<file path="src/rtl/bm_uniform_former.sv">
// bm_uniform_former
// Packs pairs of 32-bit uniform words from the Tausworthe URNG into one
// Box-Muller operand set: a wide, never-zero u0 for the -ln path and a narrow
// u1 for the cos/sin path. A 2-entry first-word-fall-through buffer
// decouples the free-running URNG from the stalling downstream pipeline.
module bm_uniform_former #(
    parameter int pU0_W  = 48,
    parameter int pU1_W  = 64 - pU0_W,
    parameter int pCNT_W = 8
) (
    input  logic              iclk,
    input  logic              ireset_n,
    input  logic              iclkena,
    input  logic              iclear,
    input  logic              ival,
    input  logic [31:0]       idat,
    output logic              ordy,
    output logic              oval,
    output logic [pU0_W-1:0]  ou0,
    output logic [pU1_W-1:0]  ou1,
    input  logic              irdy,
    output logic [pCNT_W-1:0] ozero_cnt
);

    localparam int cPAIR_W = pU0_W + pU1_W;
    localparam int cLOW_W  = pU0_W - 32;

    localparam logic [0:0] S_A = 1'b0;
    localparam logic [0:0] S_B = 1'b1;

    logic [0:0]         r_state;
    logic [31:0]        r_hold;
    logic [cPAIR_W-1:0] r_mem [2];
    logic               r_wptr;
    logic               r_rptr;
    logic [1:0]         r_count;
    logic [pCNT_W-1:0]  r_zero_cnt;

    logic               w_clear;
    logic               w_acc;
    logic               w_push;
    logic               w_pop;
    logic [pU0_W-1:0]   w_u0_raw;
    logic               w_zero;
    logic [pU0_W-1:0]   w_u0;
    logic [pU1_W-1:0]   w_u1;
    logic [cPAIR_W-1:0] w_pair;
    logic               w_cnt_max;

    // Ready depends only on registered state so upstream never sees a
    // combinational path from irdy or ival. In S_A a word only goes to the
    // hold register, so it can be taken even with a full buffer.
    assign ordy = (r_state == S_A) | (r_count != 2'd2);
    assign oval = (r_count != 2'd0);

    // Clear overrides any accept or pop happening in the same cycle.
    assign w_clear = iclkena & iclear;
    assign w_acc   = iclkena & ival & ordy & ~iclear;
    assign w_push  = w_acc & (r_state == S_B);
    assign w_pop   = iclkena & oval & irdy & ~iclear;

    // u0 takes word A plus the top of word B; u1 takes the bottom of word B.
    // A zero u0 would blow up -ln, so it is replaced by the smallest nonzero value.
    assign w_u0_raw  = {r_hold, idat[31 -: cLOW_W]};
    assign w_u1      = idat[pU1_W-1:0];
    assign w_zero    = (w_u0_raw == '0);
    assign w_u0      = w_zero ? pU0_W'(1) : w_u0_raw;
    assign w_pair    = {w_u0, w_u1};
    assign w_cnt_max = (r_zero_cnt == {pCNT_W{1'b1}});

    assign ou0       = r_mem[r_rptr][cPAIR_W-1 -: pU0_W];
    assign ou1       = r_mem[r_rptr][pU1_W-1:0];
    assign ozero_cnt = r_zero_cnt;

    // Pair-assembly FSM: word A waits in the hold register until word B arrives.
    always_ff @(posedge iclk or negedge ireset_n) begin
        if (!ireset_n) begin
            r_state <= S_A;
            r_hold  <= '0;
        end else if (w_clear) begin
            r_state <= S_A;
            r_hold  <= '0;
        end else if (w_acc) begin
            if (r_state == S_A) begin
                r_hold  <= idat;
                r_state <= S_B;
            end else begin
                r_state <= S_A;
            end
        end
    end

    // Two-entry FWFT buffer; head entry drives the outputs and simply holds
    // its last contents when the buffer drains.
    always_ff @(posedge iclk or negedge ireset_n) begin
        if (!ireset_n) begin
            for (int i = 0; i < 2; i++) begin
                r_mem[i] <= '0;
            end
            r_wptr  <= 1'b0;
            r_rptr  <= 1'b0;
            r_count <= 2'd0;
        end else if (w_clear) begin
            r_wptr  <= 1'b0;
            r_rptr  <= 1'b0;
            r_count <= 2'd0;
        end else begin
            if (w_push) begin
                r_mem[r_wptr] <= w_pair;
                r_wptr        <= ~r_wptr;
            end
            if (w_pop) begin
                r_rptr <= ~r_rptr;
            end
            case ({w_push, w_pop})
                2'b10:   r_count <= r_count + 2'd1;
                2'b01:   r_count <= r_count - 2'd1;
                default: r_count <= r_count;
            endcase
        end
    end

    // Saturating count of zero-u0 substitutions, bumped only when the pair is pushed.
    always_ff @(posedge iclk or negedge ireset_n) begin
        if (!ireset_n) begin
            r_zero_cnt <= '0;
        end else if (w_clear) begin
            r_zero_cnt <= '0;
        end else if (w_push && w_zero && !w_cnt_max) begin
            r_zero_cnt <= r_zero_cnt + pCNT_W'(1);
        end
    end

endmodule

</file>
<file path="config.mk">
export PLATFORM = sky130hd
export DESIGN_NAME = bm_uniform_former
export DESIGN_NICKNAME = d
export VERILOG_FILES = /design/src/rtl/bm_uniform_former.sv
export SDC_FILE = /design/constraint.sdc
export NUM_CORES = 1
export LEC_CHECK = 0
export ABC_AREA = 1
export CORE_ASPECT_RATIO = 0.9
export CORE_MARGIN = 10
export CORE_UTILIZATION = 35
export DETAILED_ROUTE_END_ITERATION = 10
export PLACE_DENSITY = 0.64
export SETUP_SLACK_MARGIN = 0.3
export SYNTH_ARGS = -nofsm -noshare
export SYNTH_HDL_FRONTEND = slang
export SYNTH_SLANG_ARGS = --single-unit
</file>
<file path="constraint.sdc">
create_clock -name iclk -period 3.4 [get_ports iclk]
set_input_delay 0.34 -clock iclk [delete_from_list [all_inputs] [get_ports iclk]]
set_output_delay 0.34 -clock iclk [all_outputs]
set_load 0.02 [all_outputs]
</file>
==> impl_metrics.tcl, run 1 <==
set metrics [dict create \
    status "finished, final reports clean" \
    htreeDepth 4 \
    ant_nets 0 \
    syn_to_final_growth_pct 24.13 \
    rrSetupSlack_ps 1540 \
    comb_power_share 0.357 \
    final_common_cell "nand2_1" \
    p_int_w 0.004936 \
    start_util 0.3573 \
    ys_types 33 \
    via_count 6012 \
    synthesis.area_um2 7751 \
    gp_congestion 0.8226 \
    routedWlPerCell_um 15.17 \
    synthCells 912 \
    slew_violations 0 \
    seqPwrFrac 0.375 \
    antenna_found_initial 3 \
    fin_crit_sh 0.8088 \
    cts-root-buf "clkbuf_16" \
    grt_usage 0.1430 \
    total_power_w 0.007558 \
    clkPwrFrac 0.268 \
    worstSetupEndpointType "output port" \
    p_sw_frac 0.3470 \
    async_flop_share 1.000 \
    dieArea_um2 28510 \
    worstSetupStartpointType "flip-flop" \
    crit_buf_inv 2 \
    worstPathArrival_ps 2410 \
    hold_violations 0 \
    via_per_inst 4.593 \
    path_class "flip-flop to output port" \
    die_y_um 161.2 \
    worst_pin_slew_ps 799.8 \
    tns_ps 0 \
    dp_hpwl_mm 13.81 \
    clkTransAtPathRegs_ps 60 \
    drc_errors 0 \
    ff2ff_path_depth 7 \
    min_path_cells 2 \
    io_pins 112 \
    powerDensity_nw_per_um2 785.6 \
    period_needed_ps 2750 \
    rsz0062_at_grt "false" \
    drive_above_1_share 0.06004 \
    rows 51 \
    ys.flop_type "dfrtp_1" \
    cp_max_fo 49 \
    cts_max_path_buffers 2 \
    ys_warn_count 0 \
    maxCapViolCount 0 \
    grt_max_degree 85 \
    setup_viol 0 \
    port-buffer-count 111 \
    setup_ws_ps 650.1 \
    vdd_drop_max_v 0.0002930 \
    cts_tree "built" \
    cts_buffers 17 \
    maxClockFrequency_mhz 363.6 \
    path_cells "buf_4 > nand2_1 > o21ai_0 > clkdlybuf4s50_1" \
    hold_end "r_mem[16]$_DFFE_PN0P_" \
    p_leak_nw 4.359 \
    num-nets-final 1044 \
    post_cts_resized 0 \
    routed_wl_mm 19.85 \
    reg2reg_from "r_count[0]$_DFFE_PN0P_" \
    synth_edf_count 0 \
    skew_ps 9.990 \
    hp-start "r_mem[16]$_DFFE_PN0P_" \
    critPathRequiredTime_ps 3060 \
    coreArea_um2 21700 \
    most-common-layout-cells "nand2_1, dfrtp_1, inv_1" \
    ys_seq_area_frac 0.5585 \
    clk_latency_ps 430 \
    grt_pass1_wl_mm 32.62 \
    syn_nets 951 \
    hold_class "flip-flop to flip-flop" \
    cts_num_sinks 173 \
    drtIter0Drc 508 \
    path_delay_family "buffers and inverters" \
    grt_pass1_vias 5945 \
    reg2reg_to "r_mem[22]$_DFFE_PN0P_" \
    p_switching_w 0.002623 \
    dr.pass1.iters 5 \
    max_stage_delay_ps 740 \
    slowest_stage "dfrtp_4" \
    fp.dieW_um 176.9 \
    ys_seq_elements 173 \
    overflow 0 \
    preCtsSetupSlack_ps 1086 \
    postSynthAreaPerCell_um2 8.499 \
    slew_headroom 0.4668 \
]
logic make-up after synthesis:
kind of cell / count (synthesis) / synth area share
AOI/OAI and AO/OA: 229 / 0.1556
xor gates and xnor gates: 5 / 0.005649
adders and majority gates: 1 / 0.001614
buffers and inverters: 195 / 0.1159
DFF: 173 / 0.5585
and+or+nand+nor: 309 / 0.1627
cells in the mapped netlist, types with 2 or more instances:
library cell  instances  area [µm²]
clkbuf_1             20       75.07
o21ai_0             139       695.7
xor2_1                4       35.03
buf_4                 6       45.04
nor3_1                2       10.01
buf_2                 4       20.02
inv_1               144       540.5
nand3_1              11       55.05
o21ai_2               4       35.03
dfrtp_1             173        4329
nor2_2                5       31.28
nor2_1               36       135.1
a21oi_1               2       10.01
nand2_1             240       900.9
o22ai_1              32       200.2
buf_6                18       202.7
nand4_1               7       43.79
o21ai_1              50       250.2
power groups by stage:
stage / sequential (W) / combinational (W) / clock (W)
6_report: 0.00284 / 0.00269 / 0.00203
2_1_floorplan: 0.00278 / 0.00151 / 0
4_1_cts: 0.00284 / 0.00275 / 0.00208
3_3_place_gp: 0.00286 / 0.00271 / 0
3_5_place_dp: 0.00287 / 0.00274 / 0
5_1_grt: 0.00290 / 0.00296 / 0.00216
sequential cells by signal, summed over array words and instances (netlist names):
| register | flops |
|---|---|
| r_count | 2 |
| r_state | 1 |
| r_mem | 128 |
| r_rptr | 1 |
| r_wptr | 1 |
| ozero_cnt | 8 |
| r_hold | 32 |
worst max path at each step:
stage | startpoint | end | slack (ps) | depth (start not counted)
6_report | r_rptr$_DFFE_PN0P_ | ou0[31] | 650 | 4
5_1_grt | r_rptr$_DFFE_PN0P_ | ou0[30] | 460 | 4
4_1_cts | r_rptr$_DFFE_PN0P_ | ou0[31] | 630 | 4
3_5_place_dp | r_rptr$_DFFE_PN0P_ | ou0[31] | 1090 | 4
3_3_place_gp | r_rptr$_DFFE_PN0P_ | ou0[31] | 1080 | 4
2_1_floorplan | r_rptr$_DFFE_PN0P_ | ou0[41] | 1800 | 3
layout make-up:
cell class | count | area, µm²
clock buffers | 19 | 452.9
diodes | 2 | 5.005
multi-input cells | 544 | 2529
fillers | 2139 | 12070
inverters | 146 | 550.5
well taps | 291 | 364.1
repair buffers | 123 | 1230
flip-flops and latches | 173 | 4333
clock inverters | 11 | 157.7
stage by stage:
stage	hold slack (ps)	instance area [µm²]	cells	utilization
global route	500.3	9619	1308	0.4434
finish	481.5	9622	1309	0.4435
detailed placement	437.4	8996	1276	0.4146
floorplan	44.41	7751	912	-
CTS	467.3	9617	1307	0.4433
global placement	439.4	8996	1276	0.4146
worst register-to-register path: cells and delay by family (launching register included):
family,cells,cell delay (ps)
buf+inv,3,820
flops,1,420
simple gates,3,320
compound gates,1,170
layer usage:
layer / vias to the layer above / share of wire / GRT usage
met5: - / 0 / 0
met4: 0 / 0.011 / 0.03666
met3: 19 / 0.061 / 0.04452
met1: 2822 / 0.51 / 0.2097
li1: 3064 / - / -
met2: 107 / 0.42 / 0.1976
what timing repair did:
action / CTS / global route
hold buffers: 1 / 0
hold endpoints to repair: 2 / 0
setup buffers: 0 / 0
Power figures use the tool's default switching activity.
==> run 2: changes to the inputs <==
Clock period 3.4 ns to 2.7 ns, I/O delays scaled along.
==> run 2 against run 1 <==
Critical path depth down 1. Power up 25%. First-iteration DRC count down 9.3%. Clock power up 25%. Cell area up 0.47%. Cell count unchanged. Sequential power up 24%. Non-clock buffer count down 2. Setup slack worse by 310 ps. Critical path type unchanged. Critical endpoint is now ou0[5].
==> impl_metrics.tcl, run 2 (synthesis gave the netlist of run 1 again) <==
set metrics [dict create \
    syn_to_final_growth_pct 24.71 \
    comb_power_share 0.360 \
    critPathRequiredTime_ps 2430 \
    num-nets-final 1042 \
    drive_above_1_share 0.06004 \
    worstPathArrival_ps 2090 \
    rows 51 \
    hold_violations 0 \
    coreArea_um2 21700 \
    fin_cells 1309 \
    rsz0062_at_grt "false" \
    dp_hpwl_mm 13.26 \
    port-buffer-count 111 \
    cts_buffers 17 \
    n_fill_cell 2138 \
    holdWs_ps 344.1 \
    p_sw_frac 0.3580 \
    p_switching_w 0.003385 \
    htreeDepth 4 \
    dieArea_um2 28510 \
    cts_tree "built" \
    routed.top_layer "met4" \
    drtIter0Drc 461 \
    dp.cells 1274 \
    io_pins 112 \
    period_needed_ps 2363 \
    clkTransAtPathRegs_ps 70 \
    setup_viol 0 \
    via_count 6035 \
    via_per_inst 4.610 \
    overflow 0 \
    routedWlPerCell_um 15.04 \
    slew_violations 0 \
    worst_pin_slew_ps 528.1 \
    status "finished, final reports clean" \
    cts_max_path_buffers 2 \
    maxClockFrequency_mhz 423.2 \
    slowest_stage "clkdlybuf4s50_1" \
    p_leak_nw 4.525 \
    final_common_cell "nand2_1" \
    tns_ps 0 \
    utilization 0.4456 \
    antenna_found_initial 2 \
    start_util 0.3573 \
    path_class "flip-flop to output port" \
    grt_pass1_wl_mm 31.93 \
    die_y_um 161.2 \
    path_delay_family "buffers and inverters" \
    drt-met1-wl_mm 9.961 \
    clkPwrFrac 0.268 \
    cts-root-buf "clkbuf_16" \
    clk_latency_ps 430 \
    skew_ps 8.563 \
    largest_reg_flops 128 \
    worstSetupEndpointType "output port" \
    grt_usage 0.1403 \
    wl_met3_um 941 \
    slew_headroom 0.6479 \
    p_int_w 0.006070 \
    worstSetupStartpointType "flip-flop" \
    drc_errors 0 \
    crit_buf_inv 2 \
    hold_class "primary input to async pin" \
    fin_crit_sh 0.8751 \
    max_stage_delay_ps 660 \
    grt_max_degree 128 \
    grt_pass1_vias 5989 \
    top_register "r_mem" \
    seqPwrFrac 0.372 \
    ant_nets 0 \
    path_cells "buf_12 > o21ai_0 > clkdlybuf4s50_1" \
    maxCapViolCount 0 \
    setup_ws_ps 337.3 \
    vdd_drop_max_v 0.0004285 \
    powerDensity_nw_per_um2 978.2 \
    cts_num_sinks 173 \
    met2WireLength_mm 8.532 \
    gp_congestion 0.7979 \
    routed_wl_mm 19.68 \
    dr.pass1.iters 6 \
    cp_max_fo 57 \
    fp.dieW_um 176.9 \
    most-common-layout-cells "nand2_1, dfrtp_1, inv_1" \
    preCtsSetupSlack_ps 583.8 \
]
run 2: changes by cell type in the layout (fill, tap and decap cells not counted), sizes merged:
cell	previous run	this run
dlygate4sd2	0	12
clkinvlp	2	0
clkinv	2	3
clkbuf	19	18
dlymetal6s2s	0	10
inv	150	155
buf	12	10
clkdlybuf4s50	110	88
bufinv	3	2
run 2: repair_timing:
action / in CTS / in global routing
hold buffers: 1 / 0
resized for setup: 17 / 10
setup endpoints to repair: 17 / 10
buffers inserted: 0 / 0
hold endpoints to repair: 46 / 0
run 2: cell type report:
| class | count | area (µm²) | area share |
|---|---|---|---|
| flip-flops and latches | 173 | 4333 | 0.4482 |
| diodes | 2 | 5.005 | 0.0005177 |
| repair buffers | 121 | 1275 | 0.1319 |
| well taps | 291 | 364.1 | 0.03767 |
| clock buffers | 18 | 439.2 | 0.04543 |
| inverters | 146 | 550.5 | 0.05695 |
| multi-input cells | 544 | 2529 | 0.2616 |
| clock inverters | 14 | 171.4 | 0.01773 |
run 2: power by group through the flow:
stage	sequential, W	clock [W]	combinational [W]
finish	0.00352	0.00253	0.00341
global route	0.00358	0.00269	0.00375
CTS	0.00351	0.00259	0.00350
detailed placement	0.00356	0	0.00354
global placement	0.00354	0	0.00351
floorplan	0.00350	0	0.00190
run 2: final timing paths:
kind / from / end / slack, ps / depth (start not counted)
setup / recovery: r_rptr$_DFFE_PN0P_ / ou0[5] / 340 / 3
hold / removal: ireset_n / r_mem[23]$_DFFE_PN0P_ / 340 / 2
setup reg to reg: r_hold[8]$_DFFE_PN0P_ / ozero_cnt[7]$_DFFE_PN0P_ / 880 / 9
hold reg to reg: r_hold[17]$_DFFE_PN0P_ / r_mem[113]$_DFFE_PN0P_ / 480 / 2
max in group asynchronous: ireset_n / r_mem[116]$_DFFE_PN0P_ / 1580 / 3
min in group iclk: idat[5] / r_mem[69]$_DFFE_PN0P_ / 410 / 3
run 2: metrics by stage:
step | area [µm²] | power (W)
after global placement | 9031 | 0.007047
final | 9667 | 0.009456
after CTS | 9637 | 0.009605
after global routing | 9662 | 0.01002
after floorplan | 7751 | 0.005391
after detailed placement | 9031 | 0.007099
run 2: routing by layer:
metal / global-route usage / vias to the layer above
met2: 0.2030 / 109
met4: 0.04429 / 0
met5: 0 / -
met1: 0.1986 / 2836
li1: - / 3073
met3: 0.03800 / 17
==> run 3: changes to the inputs <==
Settings changed: PLACE_DENSITY 0.64 to 0.66.
Clock period 2.7 ns to 2 ns, I/O delays scaled along.
==> run 3 against run 2 <==
Non-clock buffer count increased by 27. Clock power rose by 32%. Largest power group is now combinational cells. Clock skew grew 6.8 ps. Wire length increased by 9.0%. Worst hold slack worse by 39 ps. Via count is 4.3% higher. Critical endpoint is now ou0[1]. First-iteration DRC count fell by 0.87%. Critical path depth increased by 1. Sequential share of layout area down 3.2 points. Highest routed layer unchanged.
==> impl_metrics.tcl, run 3 (synthesis gave the netlist of run 1 again) <==
set metrics [dict create \
    largest_reg_flops 128 \
    coreArea_um2 21700 \
    via_per_inst 4.715 \
    dp.cells 1293 \
    grt_pass1_wl_mm 33.58 \
    critPathRequiredTime_ps 1800 \
    max_stage_delay_ps 550 \
    tns_ps 0 \
    routed_wl_mm 21.45 \
    grt_usage 0.1476 \
    crit_buf_inv 3 \
    powerDensity_nw_per_um2 1329 \
    worstPathArrival_ps 1640 \
    period_needed_ps 1837 \
    grt_pass1_vias 6228 \
    worstSetupEndpointType "output port" \
    cts_max_path_buffers 2 \
    fin_crit_sh 0.9186 \
    overflow 0 \
    drive_above_1_share 0.2090 \
    dr.pass1.iters 5 \
    setup_viol 0 \
    final_common_cell "nand2_1" \
    path_delay_family "flip-flops" \
    slew_headroom 0.6344 \
    top_register "r_mem" \
    skew_ps 15.32 \
    vdd_drop_max_v 0.0005896 \
    worst_pin_slew_ps 548.5 \
    via_count 6295 \
    path_class "flip-flop to output port" \
    maxClockFrequency_mhz 544.3 \
    clk_latency_ps 430 \
    routedWlPerCell_um 16.06 \
    total_power_w 0.01383 \
    maxCapViolCount 0 \
    holdWs_ps 305.4 \
    drtIter0Drc 457 \
    fin_cells 1335 \
    gp_congestion 0.8080 \
    num-nets-final 1069 \
    n_fill_cell 2090 \
    worstSetupStartpointType "flip-flop" \
    slowest_stage "dfrtp_4" \
    most-common-layout-cells "nand2_1, dfrtp_1, inv_1" \
    ant_nets 0 \
    rows 51 \
    regArea_um2 4333 \
    clkTransAtPathRegs_ps 70 \
    hold_violations 0 \
    slew_violations 0 \
    cts_buffers 17 \
    critical_path.most_common_cell "buf_4" \
    dp_hpwl_mm 14.47 \
    cts_tree "built" \
    start_util 0.3573 \
    postLayoutCellArea_um2 10400 \
    syn_to_final_growth_pct 34.21 \
    die_y_um 161.2 \
    p_leak_nw 4.874 \
    status "finished, final reports clean" \
    drc_errors 0 \
    multi_input_area_um2 2919 \
    cp_max_fo 5 \
    grt_max_degree 53 \
    antenna_found_initial 1 \
    cts_num_sinks 173 \
    htreeDepth 4 \
    rsz0062_at_grt "true" \
    cts-root-buf "clkbuf_16" \
    fp.dieW_um 176.9 \
    port-buffer-count 111 \
    place_area_um2 9304 \
    path_cells "buf_4 > o21ai_2 > buf_4 > buf_2" \
    hold_class "primary input to async pin" \
    dieArea_um2 28510 \
    io_pins 112 \
]
run 3: changes by cell type in the layout (fill, tap and decap cells not counted), sizes merged, moves of 2 or more:
cell,change
dlygate4sd2,-4
inv,-2
clkdlybuf4s50,-52
clkinvlp,+2
buf,+88
clkbuf,+4
dlymetal6s2s,-8
run 3: layer usage:
metal  up-vias  part of all wire  global-route usage
li1       3118                 -                   -
met1      3025              0.48              0.2070
met2       143              0.46              0.2143
met3         9             0.056             0.05058
met4         0            0.0062             0.03246
met5         -                 0                   0
run 3: layout make-up:
type / count / area share
sequential: 173 / 0.4165
multi-input combinational: 544 / 0.2806
timing repair buffer: 148 / 0.1570
inverter: 146 / 0.05292
clock buffer: 19 / 0.04354
tap: 291 / 0.03500
clock inverter: 13 / 0.01419
antenna: 1 / 0.0002406
run 3: timing repair:
item | 4_1_cts | 5_1_grt
setup endpoints to repair | 72 | 83
setup buffers | 1 | 2
pin swaps | 0 | 12
hold buffers | 1 | 0
gates resized for setup | 380 | 142
endpoints found under the hold margin | 48 | 0
cloned | 0 | 5
run 3: path summary, 6_finish.rpt:
kind	slack, ps	depth (start not counted)	end	start
min in group iclk	350	3	r_mem[69]$_DFFE_PN0P_	idat[5]
worst min-delay path	310	2	r_mem[87]$_DFFE_PN0P_	ireset_n
worst min register to register	490	2	r_mem[16]$_DFFE_PN0P_	r_mem[16]$_DFFE_PN0P_
worst max-delay path	160	4	ou0[1]	r_rptr$_DFFE_PN0P_
worst max register to register	450	10	ozero_cnt[4]$_DFFE_PN0P_	r_hold[21]$_DFFE_PN0P_
max in group asynchronous	1060	3	r_mem[108]$_DFFE_PN0P_	ireset_n
run 3: power breakdown:
group / switching (W) / internal, W / leakage (nW) / total [W]
Combinational: 0.00327 / 0.00243 / 2.33 / 0.00570
Sequential: 0.000383 / 0.00439 / 2.26 / 0.00478
Clock: 0.00152 / 0.00184 / 0.290 / 0.00335
run 3: stage by stage:
step | setup slack (ps) | utilization
after detailed placement | -29.08 | 0.4288
after global routing | 123.6 | 0.4794
final | 162.9 | 0.4795
after global placement | -25.13 | 0.4288
after CTS | 97.08 | 0.4544
after floorplan | 454.3 | -
